### src/rtl/paddle_key_sched_if.sv
// Keyboard byte stream in, paddle coordinates and key state out.
// The DUT uses the slave modport; the driver/monitor side uses master.
interface paddle_key_sched_if;
    logic [7:0] key_code;
    logic       key_valid;
    logic       frame_tick;
    logic [9:0] p1_x;
    logic [9:0] p1_y;
    logic [9:0] p2_x;
    logic [9:0] p2_y;
    logic       pos_valid;
    logic [7:0] held;
    logic       paused;

    modport master (
        output key_code, key_valid, frame_tick,
        input  p1_x, p1_y, p2_x, p2_y, pos_valid, held, paused
    );

    modport slave (
        input  key_code, key_valid, frame_tick,
        output p1_x, p1_y, p2_x, p2_y, pos_valid, held, paused
    );
endinterface

### src/rtl/paddle_key_sched.sv
// PS/2 scan-code decoder driving a two-player paddle position scheduler.
// Key state is tracked as a held bitmap; positions step once per frame tick.
module paddle_key_sched #(
    parameter int STEP  = 4,
    parameter int P1_X0 = 80,
    parameter int P1_Y0 = 240,
    parameter int P2_X0 = 560,
    parameter int P2_Y0 = 240
) (
    input  logic               clk,
    input  logic               reset,
    paddle_key_sched_if.slave  bus
);

    typedef enum logic [1:0] {IDLE, BRK, EXT, EXT_BRK} state_t;

    localparam logic [7:0] CODE_EXT   = 8'hE0;
    localparam logic [7:0] CODE_BRK   = 8'hF0;
    localparam logic [7:0] CODE_SPACE = 8'h29;

    localparam logic signed [10:0] P1_XMIN = 11'sd16;
    localparam logic signed [10:0] P1_XMAX = 11'sd303;
    localparam logic signed [10:0] P2_XMIN = 11'sd336;
    localparam logic signed [10:0] P2_XMAX = 11'sd623;
    localparam logic signed [10:0] Y_MIN   = 11'sd16;
    localparam logic signed [10:0] Y_MAX   = 11'sd463;

    state_t     state_q, state_d;
    logic [7:0] held_q, held_d;
    logic       space_q, space_d;
    logic       paused_q, paused_d;
    logic       pos_valid_q, pos_valid_d;
    logic [9:0] p1x_q, p1x_d, p1y_q, p1y_d, p2x_q, p2x_d, p2y_q, p2y_d;

    // One-hot {right,left,down,up} for a player's four direction keys.
    function automatic logic [3:0] base_map(input logic [7:0] code);
        case (code)
            8'h1D:   base_map = 4'b0001;
            8'h1B:   base_map = 4'b0010;
            8'h1C:   base_map = 4'b0100;
            8'h23:   base_map = 4'b1000;
            default: base_map = 4'b0000;
        endcase
    endfunction

    function automatic logic [3:0] ext_map(input logic [7:0] code);
        case (code)
            8'h75:   ext_map = 4'b0001;
            8'h72:   ext_map = 4'b0010;
            8'h6B:   ext_map = 4'b0100;
            8'h74:   ext_map = 4'b1000;
            default: ext_map = 4'b0000;
        endcase
    endfunction

    // Opposing keys cancel; widened to signed so edge steps cannot wrap.
    function automatic logic signed [10:0] step_axis(input logic [9:0] pos,
                                                     input logic dec, input logic inc);
        logic signed [10:0] p;
        p = signed'({1'b0, pos});
        if (dec && !inc)
            p = p - 11'(STEP);
        else if (inc && !dec)
            p = p + 11'(STEP);
        return p;
    endfunction

    function automatic logic [9:0] sat_axis(input logic signed [10:0] v,
                                            input logic signed [10:0] lo,
                                            input logic signed [10:0] hi);
        logic signed [10:0] r;
        if (v < lo)
            r = lo;
        else if (v > hi)
            r = hi;
        else
            r = v;
        return r[9:0];
    endfunction

    always_comb begin
        state_d  = state_q;
        held_d   = held_q;
        space_d  = space_q;
        paused_d = paused_q;
        if (bus.key_valid) begin
            unique case (state_q)
                IDLE: begin
                    if (bus.key_code == CODE_EXT) begin
                        state_d = EXT;
                    end else if (bus.key_code == CODE_BRK) begin
                        state_d = BRK;
                    end else begin
                        held_d[3:0] = held_q[3:0] | base_map(bus.key_code);
                        if (bus.key_code == CODE_SPACE) begin
                            // Typematic repeats of a held space must not re-toggle.
                            if (!space_q)
                                paused_d = !paused_q;
                            space_d = 1'b1;
                        end
                    end
                end
                EXT: begin
                    if (bus.key_code == CODE_BRK) begin
                        state_d = EXT_BRK;
                    end else begin
                        held_d[7:4] = held_q[7:4] | ext_map(bus.key_code);
                        state_d     = IDLE;
                    end
                end
                BRK: begin
                    held_d[3:0] = held_q[3:0] & ~base_map(bus.key_code);
                    if (bus.key_code == CODE_SPACE)
                        space_d = 1'b0;
                    state_d = IDLE;
                end
                EXT_BRK: begin
                    held_d[7:4] = held_q[7:4] & ~ext_map(bus.key_code);
                    state_d     = IDLE;
                end
            endcase
        end
    end

    // Motion reads held_q, so a byte landing on a tick affects the next frame.
    always_comb begin
        p1x_d       = p1x_q;
        p1y_d       = p1y_q;
        p2x_d       = p2x_q;
        p2y_d       = p2y_q;
        pos_valid_d = bus.frame_tick && !paused_q;
        if (pos_valid_d) begin
            p1y_d = sat_axis(step_axis(p1y_q, held_q[0], held_q[1]), Y_MIN, Y_MAX);
            p1x_d = sat_axis(step_axis(p1x_q, held_q[2], held_q[3]), P1_XMIN, P1_XMAX);
            p2y_d = sat_axis(step_axis(p2y_q, held_q[4], held_q[5]), Y_MIN, Y_MAX);
            p2x_d = sat_axis(step_axis(p2x_q, held_q[6], held_q[7]), P2_XMIN, P2_XMAX);
        end
    end

    always_ff @(posedge clk) begin
        if (!reset) begin
            state_q     <= IDLE;
            held_q      <= 8'h00;
            space_q     <= 1'b0;
            paused_q    <= 1'b0;
            pos_valid_q <= 1'b0;
            p1x_q       <= 10'(P1_X0);
            p1y_q       <= 10'(P1_Y0);
            p2x_q       <= 10'(P2_X0);
            p2y_q       <= 10'(P2_Y0);
        end else begin
            state_q     <= state_d;
            held_q      <= held_d;
            space_q     <= space_d;
            paused_q    <= paused_d;
            pos_valid_q <= pos_valid_d;
            p1x_q       <= p1x_d;
            p1y_q       <= p1y_d;
            p2x_q       <= p2x_d;
            p2y_q       <= p2y_d;
        end
    end

    assign bus.p1_x      = p1x_q;
    assign bus.p1_y      = p1y_q;
    assign bus.p2_x      = p2x_q;
    assign bus.p2_y      = p2y_q;
    assign bus.pos_valid = pos_valid_q;
    assign bus.held      = held_q;
    assign bus.paused    = paused_q;

endmodule

### src/flat_wrapper.sv
// flat-port wrapper written by rule: the top's interface ports become plain ports
module paddle_key_sched_flat 
#(
    parameter int STEP  = 4,
    parameter int P1_X0 = 80,
    parameter int P1_Y0 = 240,
    parameter int P2_X0 = 560,
    parameter int P2_Y0 = 240
)
  (clk, reset, bus_key_code, bus_key_valid, bus_frame_tick, bus_p1_x, bus_p1_y, bus_p2_x, bus_p2_y, bus_pos_valid, bus_held, bus_paused);
  paddle_key_sched_if bus_i ();
  input  logic clk;
  input  logic reset;
  input wire logic [$bits(bus_i.key_code)-1:0] bus_key_code;
  input wire logic [$bits(bus_i.key_valid)-1:0] bus_key_valid;
  input wire logic [$bits(bus_i.frame_tick)-1:0] bus_frame_tick;
  output wire logic [$bits(bus_i.p1_x)-1:0] bus_p1_x;
  output wire logic [$bits(bus_i.p1_y)-1:0] bus_p1_y;
  output wire logic [$bits(bus_i.p2_x)-1:0] bus_p2_x;
  output wire logic [$bits(bus_i.p2_y)-1:0] bus_p2_y;
  output wire logic [$bits(bus_i.pos_valid)-1:0] bus_pos_valid;
  output wire logic [$bits(bus_i.held)-1:0] bus_held;
  output wire logic [$bits(bus_i.paused)-1:0] bus_paused;
  assign bus_i.key_code = bus_key_code;
  assign bus_i.key_valid = bus_key_valid;
  assign bus_i.frame_tick = bus_frame_tick;
  assign bus_p1_x = bus_i.p1_x;
  assign bus_p1_y = bus_i.p1_y;
  assign bus_p2_x = bus_i.p2_x;
  assign bus_p2_y = bus_i.p2_y;
  assign bus_pos_valid = bus_i.pos_valid;
  assign bus_held = bus_i.held;
  assign bus_paused = bus_i.paused;
  paddle_key_sched #(.STEP(STEP), .P1_X0(P1_X0), .P1_Y0(P1_Y0), .P2_X0(P2_X0), .P2_Y0(P2_Y0)) u_core (.clk(clk), .reset(reset), .bus(bus_i));
endmodule
### config.mk
export PLATFORM = sky130hd
export DESIGN_NAME = paddle_key_sched_flat
export DESIGN_NICKNAME = d
export VERILOG_FILES = /design/src/rtl/paddle_key_sched_if.sv /design/src/rtl/paddle_key_sched.sv /design/src/flat_wrapper.sv
export SDC_FILE = /design/constraint.sdc
export NUM_CORES = 1
export LEC_CHECK = 0
export ABC_AREA = 1
export BUFFER_PORTS_ARGS = -buffer_cell sky130_fd_sc_hd__buf_2
export CORE_MARGIN = 10
export CORE_UTILIZATION = 35
export CTS_CLUSTER_SIZE = 28
export DETAILED_ROUTE_END_ITERATION = 8
export GPL_TIMING_DRIVEN = 0
export SLEW_MARGIN = 25
export SYNTH_ARGS = -nofsm -noshare
export SYNTH_HDL_FRONTEND = slang
export SYNTH_SLANG_ARGS = --single-unit
### constraint.sdc
create_clock -name clk -period 4 [get_ports clk]
set_clock_uncertainty 0.05 [all_clocks]
set_input_delay 0.2 -clock clk [delete_from_list [all_inputs] [get_ports clk]]
set_output_delay 0.2 -clock clk [all_outputs]
set_load 0.02 [all_outputs]
### Word-level counts from Yosys, hierarchy flattened

Index checks and enable logic that the tools add are counted.

* reductions and logical operators: 27
* $add $sub $neg: 8
* bitwise operators: 9
* shifts and indexed selects: 0
* multiplexer cells: 47
* divide/modulo/power cells: 0
* equality and inequality tests: 20
* $mul: 0
* magnitude comparators: 8

Operators with widths (number)
* $mux 11: 12
* $mux 10: 8
* $mux 4: 14
* $add 10x3->11 const B: 4
* $sub 10x3->11 const B: 4
* $gt 11x10->1 const B: 3
* $lt 11x6->1 const B: 3
* $eq 8x7->1 const B: 4
* $pmux 4 s4: 2
* $eq 8x5->1 const B: 3
* $eq 8x6->1 const B: 2
* $eq 8x8->1 const B: 2
* $pmux 4 s2: 2
* $reduce_and 6->1: 2
* $gt 11x11->1 const B: 1
* $lt 11x10->1 const B: 1
* $logic_and 1x1->1: 9
* $logic_not 1->1: 9
* $and 4x4->4: 2
* $not 4->4: 2
* $or 4x4->4: 2
* $mux 2: 3
* $ne 2x2->1 const B: 3
* $pmux 2 s3: 1
* other kinds (13): 21

* register bits after elaboration: 53
* input port bits: 12
* word-level logic and storage cells: 129
* memory bits (writable): 0
* latch bits: 0
* memories: 0
* memory bits (read-only): 0

### Longest topological paths before layout

* depth after elaboration: 10
* mapped depth: 16
* mapped depth without buffers: 16

### Worst setup path before layout

OpenSTA, ideal clock, no wires.

* path kind: register to register
* from: register u_core.p1x_q[2] (netlist: u_core.bus.p1_x[2])
* to: register u_core.p1x_q[8] (netlist: u_core.bus.p1_x[8])
* stages on the path, launching flop included: 16
* arrival: 1.768 ns
* setup slack: 2.049 ns
* period minus slack after synthesis: 1.951 ns
* path through: dfxtp_1 -> inv_1 -> ha_1 -> inv_1 -> nand2_1 -> nand2_1 -> nand2_1 -> nand2_1 -> nor2_1 -> nand2_1 -> nor2_1 -> a21oi_2 -> nand2_2 -> nand2_1 -> nand2_1 -> a21oi_1

* word-level cells in the longest chain between the ends: 7
* elaborated cells between the ends (all ways): 9
* those cells by class: 2 x add/sub; 2 x order compare; 5 x mux

Ends and longest elaborated chain
* from (decl): line paddle_key_sched.sv:33 `logic [9:0] p1x_q, p1x_d, p1y_q, p1y_d, p2x_q, p2x_d, p2y_q, p2y_d;`
* from (signal assigned): line paddle_key_sched.sv:147 `p1x_q <= 10'(P1_X0);`
* from (signal assigned): line paddle_key_sched.sv:157 `p1x_q <= p1x_d;`
* $add 10x3->11: line paddle_key_sched.sv:64 `p = p + 11'(STEP);`
* $mux 11: line paddle_key_sched.sv:63 `else if (inc && !dec)`
* $mux 11 *: line paddle_key_sched.sv:61 `if (dec && !inc)`
* $mux 11 *: line paddle_key_sched.sv:132 `if (pos_valid_d) begin`
* $gt 11x10->1: line paddle_key_sched.sv:74 `else if (v > hi)`
* $mux 10: line paddle_key_sched.sv:74
* $mux 10 *: line paddle_key_sched.sv:72 `if (v < lo)`

Every way passes the cells marked *; elsewhere a longest branch is shown, timed or not. The select of a mux whose other input is x is not followed.
A chain may end at the register's enable or synchronous reset.

### Final worst setup path

* from: register u_core.p1x_q[2] (netlist: u_core.bus.p1_x[2])
* to: register u_core.p1x_q[6] (netlist: u_core.bus.p1_x[6])

The elaborated chain is that of the path after synthesis.

==> out/metrics.csv <==
metric,value,unit
outcome,"finished, final reports clean",
worstMarginPinSlew,0.612,ns
dpl.hpwl,8.77,mm
cts_resized,0,
critPathMaxStageDelay,0.36,ns
critPathArrivalTime,2.31,ns
synth_top_area_cell,dfxtp_1,
wl,10.8,mm
yosysWarnings,0,
area_growth,15.1,%
synth_seq_cells,49,
fin_crit,2.20,ns
hp-class,primary input to flip-flop,
die_area,15000,um^2
grtUsageTotal,0.143,
irDropWorstVdd,0.133,mV
clk_pin_slew,0.09,ns
rows,37,
yosysMostFrequentCell,nand2_1,
die_w,123,um
antenna_found_initial,0,
setup-violations-final,0,
first_iter_violations,269,
ys_seq_area_frac,0.266,
synth_edf_count,0,
cts.path.max_buffers,2,
path_buf_inv,1,
detail_route.wl_per_cell,13.0,um
cts_tree,done,
drc,0,
slew_headroom,0.592,
post_drt_via_cell_ratio,4.96,
io_buffer_count,61,
p_per_area,232,nW/um^2
cts_setup_buffers,0,
drive_above_1_share,0.164,
vias,4123,
ctsHoldBuffers,0,
cp-start-kind,flip-flop,
rsz0062_at_grt,false,
instances_no_fill,832,
gp_congestion,0.879,
p_leak,2.20,nW
grt_pass1_wl,17.9,mm
syn_avg_cell_area,5.88,um^2
pre_cts_ws,1.86,ns
synthTopCellsByCount,"196 x nand2_1, 88 x inv_1, 61 x nand3_1",
numCtsBuffers,5,
async_reset_ff_frac,0,
cts.sinks,49,
fp.dieH,123,um
htree_levels,2,
fin_setup_tns,0,ns
setup_ws,1.80,ns
crit_type,flip-flop to flip-flop,
cts-root-buf,clkbuf_8,
fin_nets,715,
slew_viol_final,0,
synth_top_area_share,0.266,
grt_overflow,0,
ys_types,39,
synth_cells,627,
crit_slowest_cell,dfxtp_1,
period_share,0.551,
dp_cells,824,
synth_top_cells_by_area,"dfxtp_1 27%, nand2_1 20%, inv_1 9.0%",
ios,62,
synth.net_count,647,
hold_viol_final,0,
insertion_delay,0.30,ns
synthFlopType,dfxtp_1,
drt-pass1-iter-count,5,
crit_path_max_fanout,7,
syn_area,3690,um^2
whs,0.0844,ns
grt_pass1_vias,3803,
ant_nets,0,
cp_cell_sequence,inv_1 > ha_1 > nand3_1 > nor2_1 > nand3_1 > nand2_1 > nor2_1 > nand2_1 > nor2_2 > a21oi_2 > nand2_2 > nand3b_1 > o211ai_1,
core_area,10300,um^2
fmax,454,MHz
start_util,0.359,
required,4.11,ns
grt_max_degree,15,
cap_viol_max_count,0,
critPathTopFamily,simple AND/OR/NAND/NOR gates,
crit_path_end_kind,flip-flop,
diodes,0,
-- area by class of cell --
class | instances | area, um^2
timing repair buffer | 61 | 305
clock inverter | 2 | 10.0
fill | 1136 | 6030
sequential | 49 | 981
clock buffer | 6 | 72.6
inverter | 98 | 368
buffer | 16 | 81.3
tap | 136 | 170
multi-input combinational | 464 | 2260
-- final timing paths --
kind | from | end | slack (ns) | cells past startpoint
max | u_core.bus.p1_x[2] | u_core.bus.p1_x[6] | 1.80 | 13
max reg2reg | u_core.bus.p1_x[2] | u_core.bus.p1_x[6] | 1.80 | 13
min reg2reg | flip-flop | flip-flop | 0.45 | 2
min | bus_key_valid | u_core.state_q[0] | 0.08 | 2
-- layout by cell type (no fill, tap or decap), types with 7 or more instances in the layout --
| cell | synthesis | final |
|---|---|---|
| nand2_1 | 196 | 196 |
| inv_1 | 88 | 88 |
| buf_2 | 1 | 62 |
| nand3_1 | 61 | 61 |
| dfxtp_1 | 49 | 49 |
| nor2_1 | 45 | 45 |
| a21oi_1 | 37 | 37 |
| o21ai_0 | 29 | 29 |
| nand4_1 | 13 | 13 |
| nor3_1 | 13 | 13 |
| nand2_2 | 11 | 11 |
| inv_2 | 10 | 10 |
| clkbuf_1 | 9 | 10 |
| ha_1 | 8 | 8 |
| o211ai_1 | 7 | 7 |
-- cell families (layout without fill, tap and decap cells) --
kind of cell,Yosys count,in the layout,synth area share
AOI/OAI and AO/OA,93,93,0.146
adders and majority gates,8,8,0.0271
DFF,49,49,0.266
buffers and inverters,114,183,0.122
xor gates and xnor gates,5,5,0.0119
and+or+nand+nor,358,358,0.427
-- routing by layer --
| metal | part of all wire | up-vias | global-route usage | wire length [um] |
|---|---|---|---|---|
| met2 | 0.47 | 111 | 0.239 | 5070 |
| met3 | 0.072 | 8 | 0.0326 | 776 |
| met4 | 0.010 | 0 | 0.0331 | 109 |
| met5 | 0 | - | 0 | 0 |
| li1 | - | 2146 | - | - |
| met1 | 0.45 | 1858 | 0.181 | 4870 |
-- stage by stage --
stage                     instance area [um^2]   util  power [mW]
after detailed placement                  4160  0.405       0.707
after floorplan                           3690      -       0.650
after global routing                      4250  0.413        1.04
after CTS                                 4250  0.413       0.997
after global placement                    4160  0.405       0.703
final                                     4250  0.413       0.984
-- worst register-to-register path, stage by stage (launching register included) --
cell and delay, ns:
dfxtp_1 0.36, inv_1 0.17, ha_1 0.21, nand3_1 0.14, nor2_1 0.19, nand3_1 0.09
nand2_1 0.15, nor2_1 0.07, nand2_1 0.08, nor2_2 0.05, a21oi_2 0.16, nand2_2 0.13
nand3b_1 0.12, o211ai_1 0.09
-- report_power, final --
| group | switching [mW] | total, mW | internal [mW] |
|---|---|---|---|
| clock network | 0.167 | 0.288 | 0.122 |
| registers | 0.0211 | 0.523 | 0.502 |
| logic | 0.117 | 0.173 | 0.0557 |
Power figures use the tool's default switching activity.
